`config.mk`:
```
export PLATFORM = sky130hd
export DESIGN_NAME = exec_commit_stage
export DESIGN_NICKNAME = d
export VERILOG_FILES = /design/src/rtl/exec_commit_stage.sv
export SDC_FILE = /design/constraint.sdc
export NUM_CORES = 1
export LEC_CHECK = 0
export ABC_CLOCK_PERIOD_IN_PS = 1000
export CAP_MARGIN = 20
export CORE_UTILIZATION = 30
export CTS_CLUSTER_SIZE = 40
export DETAILED_ROUTE_END_ITERATION = 7
export PLACE_DENSITY = 0.65
export SYNTH_ARGS = -nofsm -noshare
export SYNTH_HDL_FRONTEND = slang
export SYNTH_SLANG_ARGS = --single-unit
```
`constraint.sdc`:
```
create_clock -name clk -period 1 [get_ports clk]
set_input_delay 0.1 -clock clk [delete_from_list [all_inputs] [get_ports clk]]
set_output_delay 0.1 -clock clk [all_outputs]
set_load 0.02 [all_outputs]
```
`src/rtl/exec_commit_stage.sv`:
```
// exec_commit_stage: EX/commit pipeline register with architectural C/Z flags.
// Captures ID/EX control and ALU results, applies conditional-cancel, tracks
// flags (EX update beats the older memory-stage Z update) and flags writes to
// the PC (register all-ones) with a one-cycle redirect pulse.
// Optional perf counters are enabled by defining EXEC_COMMIT_PERF_CNT_EN.
module exec_commit_stage #(
  parameter int DATA_W  = 16,
  parameter int RADDR_W = 3
) (
  input  logic               clk,
  input  logic               reset,
  input  logic               in_valid,
  input  logic [DATA_W-1:0]  in_pc,
  input  logic [RADDR_W-1:0] in_dest,
  input  logic               in_reg_write,
  input  logic               in_mem_read,
  input  logic               in_mem_write,
  input  logic               in_c_wr,
  input  logic               in_z_wr,
  input  logic [DATA_W-1:0]  alu_result,
  input  logic               alu_carry,
  input  logic               alu_zero,
  input  logic               alu_modify_reg_write,
  input  logic               stall,
  input  logic               flush,
  input  logic               mem_z_wr,
  input  logic               mem_z,
  output logic               out_valid,
  output logic [DATA_W-1:0]  out_result,
  output logic [DATA_W-1:0]  out_pc,
  output logic [RADDR_W-1:0] out_dest,
  output logic               out_reg_write,
  output logic               out_mem_read,
  output logic               out_mem_write,
  output logic               carry_flag,
  output logic               zero_flag,
`ifdef EXEC_COMMIT_PERF_CNT_EN
  output logic [DATA_W-1:0]  perf_commit,
  output logic [DATA_W-1:0]  perf_cancel,
`endif
  output logic               pc_redirect
);

  logic               r_valid, r_reg_write, r_mem_read, r_mem_write;
  logic [DATA_W-1:0]  r_result, r_pc;
  logic [RADDR_W-1:0] r_dest;
  logic               r_carry, r_zero, r_redirect;

  logic w_cap, w_kill, w_reg_write, w_mem_write, w_mem_read;
  logic w_c_upd, w_z_upd, w_redirect;

  // Decode capture/cancel and the enables the captured instruction produces
  always_comb begin
    w_cap       = ~stall & ~flush;
    w_kill      = in_valid & alu_modify_reg_write;
    w_reg_write = in_valid & in_reg_write & ~w_kill;
    w_mem_write = in_valid & in_mem_write & ~w_kill;
    w_mem_read  = in_valid & in_mem_read;
    w_c_upd     = w_cap & in_valid & in_c_wr & ~w_kill;
    w_z_upd     = w_cap & in_valid & in_z_wr & ~w_kill;
    w_redirect  = w_reg_write & (in_dest == {RADDR_W{1'b1}});
  end

  // Pipeline register: reset > flush (bubble) > stall (hold) > capture
  always_ff @(posedge clk) begin
    if (reset) begin
      r_valid     <= 1'b0;
      r_reg_write <= 1'b0;
      r_mem_read  <= 1'b0;
      r_mem_write <= 1'b0;
      r_result    <= '0;
      r_pc        <= '0;
      r_dest      <= '0;
      r_redirect  <= 1'b0;
    end else if (flush) begin
      r_valid     <= 1'b0;
      r_reg_write <= 1'b0;
      r_mem_read  <= 1'b0;
      r_mem_write <= 1'b0;
      r_redirect  <= 1'b0;
    end else if (stall) begin
      r_redirect  <= 1'b0;
    end else begin
      r_valid     <= in_valid;
      r_reg_write <= w_reg_write;
      r_mem_read  <= w_mem_read;
      r_mem_write <= w_mem_write;
      r_result    <= alu_result;
      r_pc        <= in_pc;
      r_dest      <= in_dest;
      r_redirect  <= w_redirect;
    end
  end

  // Flags: C only from a live EX capture; Z from EX first, else memory stage
  always_ff @(posedge clk) begin
    if (reset) begin
      r_carry <= 1'b0;
      r_zero  <= 1'b0;
    end else begin
      if (w_c_upd) r_carry <= alu_carry;
      if (w_z_upd)       r_zero <= alu_zero;
      else if (mem_z_wr) r_zero <= mem_z;
    end
  end

`ifdef EXEC_COMMIT_PERF_CNT_EN
  logic [DATA_W-1:0] r_perf_commit, r_perf_cancel;

  // Retire counters; natural wrap at the counter width
  always_ff @(posedge clk) begin
    if (reset) begin
      r_perf_commit <= '0;
      r_perf_cancel <= '0;
    end else if (w_cap) begin
      if (in_valid & ~w_kill) r_perf_commit <= r_perf_commit + 1'b1;
      if (w_kill)             r_perf_cancel <= r_perf_cancel + 1'b1;
    end
  end

  assign perf_commit = r_perf_commit;
  assign perf_cancel = r_perf_cancel;
`endif

  assign out_valid     = r_valid;
  assign out_result    = r_result;
  assign out_pc        = r_pc;
  assign out_dest      = r_dest;
  assign out_reg_write = r_reg_write;
  assign out_mem_read  = r_mem_read;
  assign out_mem_write = r_mem_write;
  assign carry_flag    = r_carry;
  assign zero_flag     = r_zero;
  assign pc_redirect   = r_redirect;

endmodule

```
After elaboration in Yosys (flattened, before gate mapping)
Cells that the tools add are included.

cells by class
  equal/unequal tests = 1
  muxes and demuxes = 2
  bitwise logic cells = 16
  reductions and logical operators = 4

operator list
  kind                number
  $and 1x1->1         13
  $eq 3x3->1 const B  1
  $not 1->1           3
  $reduce_or 3->1     1
  $mux 1              2
  $reduce_and 2->1    1
  $reduce_bool 2->1   1
  $reduce_or 2->1     1

word-level totals
  register bits after elaboration = 42
  output and inout port bits = 42

Longest topological paths before layout
  word-level depth = 6
  gate-level depth with buffers = 6

Worst setup path after synthesis
OpenSTA, ideal clock, no wires.

  path kind = input -> register
  start point = input stall
  end point = register r_pc[12], in the netlist out_pc[12]
  library setup time = 132 ps
  arrival = 831 ps
  slack = 37 ps
  stages on the path = 6
  path buffers = 3
  cell sequence = buf_4 > or2_1 > buf_6 > buf_6 > nand2_1 > a21oi_1

between the ends
  word-level cells in the longest chain between the ends = 2

ends and longest elaborated chain
  element                            RTL line  source
  start, declared                    24        input logic stall,
  $not 1->1 (no source line)         --
  $reduce_and 2->1 (no source line)  --
  end signal, assigned               89        r_pc <= in_pc;
  end, declared                      45        logic [DATA_W-1:0] r_result, r_pc;

Every way passes these cells.
A chain may end at the register's enable or synchronous reset.

Worst setup path in the final report
  start point = input in_valid
  end point = register r_reg_write, in the netlist out_reg_write

between the ends
  word-level cells in the longest chain between the ends = 3

ends and longest elaborated chain
  element               RTL line  source
  start, declared       12        input logic in_valid,
  $and 1x1->1           55        w_kill = in_valid & alu_modify_reg_write;
  $not 1->1             56        w_reg_write = in_valid & in_reg_write & ~w_kill;
  $and 1x1->1 *         56
  end signal, assigned  85        r_reg_write <= w_reg_write;
  end, declared         44        logic r_valid, r_reg_write, r_mem_read, r_mem_write;

Mark *: on every way between the ends. The rest lies on a longest branch, timed or not.

==> metrics.md <==
| Metric | Value |
|---|---|
| Distinct cells, synth | `18` |
| Commonest non-fill, non-tap cell in the layout | `nand2_1` |
| Endpoints failing hold | `0` |
| Avg Cell Area, Syn | `8.17 sq um` |
| Drt via density | `4.37` |
| Setup Skew | `0 ns` |
| Die H | `73.5 microns` |
| # setup viols final | `0` |
| Std-Cell Core Area | `4820 sq um` |
| Initial DRT Pass Iterations | `4` |
| Placed insts | `356` |
| Power Density | `1540 nW/um^2` |
| Crit path time final | `0.941 ns` |
| Vias | `1,590` |
| Syn Nets | `238` |
| Yosys reg bits | `42` |
| Worst-path clk slew | `0.08 ns` |
| Critical path's largest stage delay | `0.46 ns` |
| TritonCTS Buffers | `5` |
| Clock tree buffer depth | `2` |
| DP HPWL | `3060 microns` |
| TritonCTS clock tree | `built` |
| FP Rows | `25` |
| CP endpoint kind | `register` |
| CP Data Required Time | `1.21 ns` |
| Antenna viol nets, final | `0` |
| Max cap viols | `0` |
| Max frequency | `1060 MHz` |
| Crit-path cells | `clkdlybuf4s50_1 > nor2b_2 > buf_4 > nand3b_1 > a211oi_2` |
| LEAKAGE | `1.15 nW` |
| Netlist Area Pre-Place | `1540 sq um` |
| GPL Wtd Cong | `0.710` |
| Least-Margin Pin Slew | `0.228 ns` |
| Vias in the first global route | `1,464` |
| Worst Hold Class | `in -> reg` |
| Root Driver | `clkbuf_8` |
| Area Growth Syn to Fin | `70.7%` |
| Syn. warnings | `0` |
| Net Sw Power | `895 uW` |
| Flop2flop setup slack | `0.21 ns` |
| Starting density of the core | `31.9%` |
| Comb power frac | `15.7%` |
| Critical path type | `in -> reg` |
| Outcome | `completed` |
| Final Cycle Share | `94.1%` |
| Largest net degree at the start of global routing | `19` |
| Ranking of synthesized cells by area | `dfxtp_1 (55%), nand2_1 (18%), a21oi_1 (12%)` |
| H-tree levels | `2` |
| Cells after Synth | `188` |
| Wire per inst | `11.3 microns` |
| Die footprint | `5410 sq um` |
| Startpoint Class | `primary input` |
| Post-CTS Setup Bufs | `0` |
| Tot GR Track Use | `15.9%` |
| Setup TNS Final | `0 ns` |
| Reg power frac | `43.8%` |
| Slew Viols, Final | `0` |
| DRC | `0` |
| Area leader, netlist | `dfxtp_1` |
| ANT cells | `0` |
| Worst path arrival time | `1.16 ns` |
| Most frequent cells in the layout | `nand2_1 (74), clkdlybuf4s50_1 (47), dfxtp_1 (42), buf_2 (42), a21oi_1 (38)` |
| Synth top area share | `54.8%` |
| First-pass GRT wire length | `6570 microns` |
| VDD IR-drop max | `0.000796 V` |
| CTS Sinks | `42` |
| Port bufs | `91` |
| Antenna violations before repair | `0` |
| Setup slack after layout | `0.0586 ns` |
| Clk_lat worst skew | `0.29 ns` |
| Total gr overflow | `0` |
| Post-Place Worst Slack | `-0.319 ns` |
| Net Sw Frac | `22.1%` |
| CP Max Fanout | `7` |
| Final wirelength | `4110 microns` |
| Crit path max-delay cell type | `clkdlybuf4s50_1` |
| Seq/Total Area, Yosys | `54.8%` |
| I/O pin count | `92` |
| Share of layout cells above drive strength 1 | `27.3%` |
| Pint | `3.15 mW` |
| First DRT Iteration DRCs | `47` |
| Clock power frac | `40.5%` |
| Max-slew headroom | `84.8%` |
| Final #Nets | `346` |
| Post-Layout Cell Count | `364` |
| Die Wd | `73.5 microns` |
==> path summary, 6_finish.rpt <==
kind	startpoint	end	cells past startpoint
min reg2reg	out_pc[13]$_SDFFE_PP0P_	out_pc[13]$_SDFFE_PP0P_	2
max	in_valid	out_reg_write$_SDFFE_PP0N_	5
min	flush	out_reg_write$_SDFFE_PP0N_	3
max reg2reg	zero_flag$_SDFFE_PP0P_	zero_flag$_SDFFE_PP0P_	3
==> critical path, delay by kind of cell <==
kind	cells	cell delay [ns]
buffers and inverters	2	0.61
and+or+nand+nor	2	0.22
AOI/OAI and AO/OA	1	0.22
==> cells in the mapped netlist (all sizes together) <==
cell,instances
or2,1
nor2b,2
dfxtp,42
a31o,2
a22oi,1
nand2,74
a211oi,2
clkbuf,6
buf,9
nand4,2
inv,1
nand3b,3
nor2,1
mux2i,1
nor3,3
a21oi,38
==> logic make-up after synthesis <==
kind of cell | count (synthesis) | synth area share (%)
AND/OR/NAND/NOR | 86 | 23.0
multiplexers | 1 | 0.652
AO/OA/AOI/OAI | 43 | 15.0
buffers and inverters | 16 | 6.60
flip-flops | 42 | 54.8
==> area by class of cell <==
class	count	area, sq um
inverters	1	3.75
fillers	505	2200
well taps	67	83.8
repair buffers	116	942
clock buffers	6	82.6
multi-input cells	130	608
clock inverters	2	60.1
flip-flops and latches	42	841
==> through the flow <==
| step | total power, mW | cell area [sq um] | hold slack [ns] | utilization, % |
|---|---|---|---|---|
| floorplan | 2.08 | 1540 | 0.178 | - |
| global placement | 2.51 | 2660 | 0.440 | 55.2 |
| detailed placement | 2.51 | 2660 | 0.446 | 55.2 |
| CTS | 4.11 | 2720 | 0.340 | 56.4 |
| global route | 4.24 | 2620 | 0.268 | 54.4 |
| finish | 4.05 | 2620 | 0.250 | 54.4 |
==> power groups by stage <==
| stage | sequential (mW) | clock [mW] | combinational, mW |
|---|---|---|---|
| 2_1_floorplan | 1.90 | 0 | 0.180 |
| 3_3_place_gp | 1.81 | 0 | 0.693 |
| 3_5_place_dp | 1.82 | 0 | 0.698 |
| 4_1_cts | 1.78 | 1.68 | 0.656 |
| 5_1_grt | 1.78 | 1.76 | 0.692 |
| 6_report | 1.77 | 1.64 | 0.637 |
==> metal layers <==
| metal | part of all wire [%] | track usage, % | up-vias |
|---|---|---|---|
| met5 | 0 | 0 | - |
| met4 | 0.80 | 5.13 | 0 |
| met3 | 8.6 | 6.31 | 5 |
| met2 | 47 | 25.8 | 51 |
| met1 | 44 | 19.4 | 707 |
| li1 | - | - | 827 |
==> what timing repair did <==
action | 4_1_cts | 5_1_grt
resized for setup | 148 | 29
hold endpoints to repair | 0 | 0
hold buffers | 0 | 0
setup endpoints to repair | 51 | 59
No activity file was read; power rests on OpenSTA's default activity.
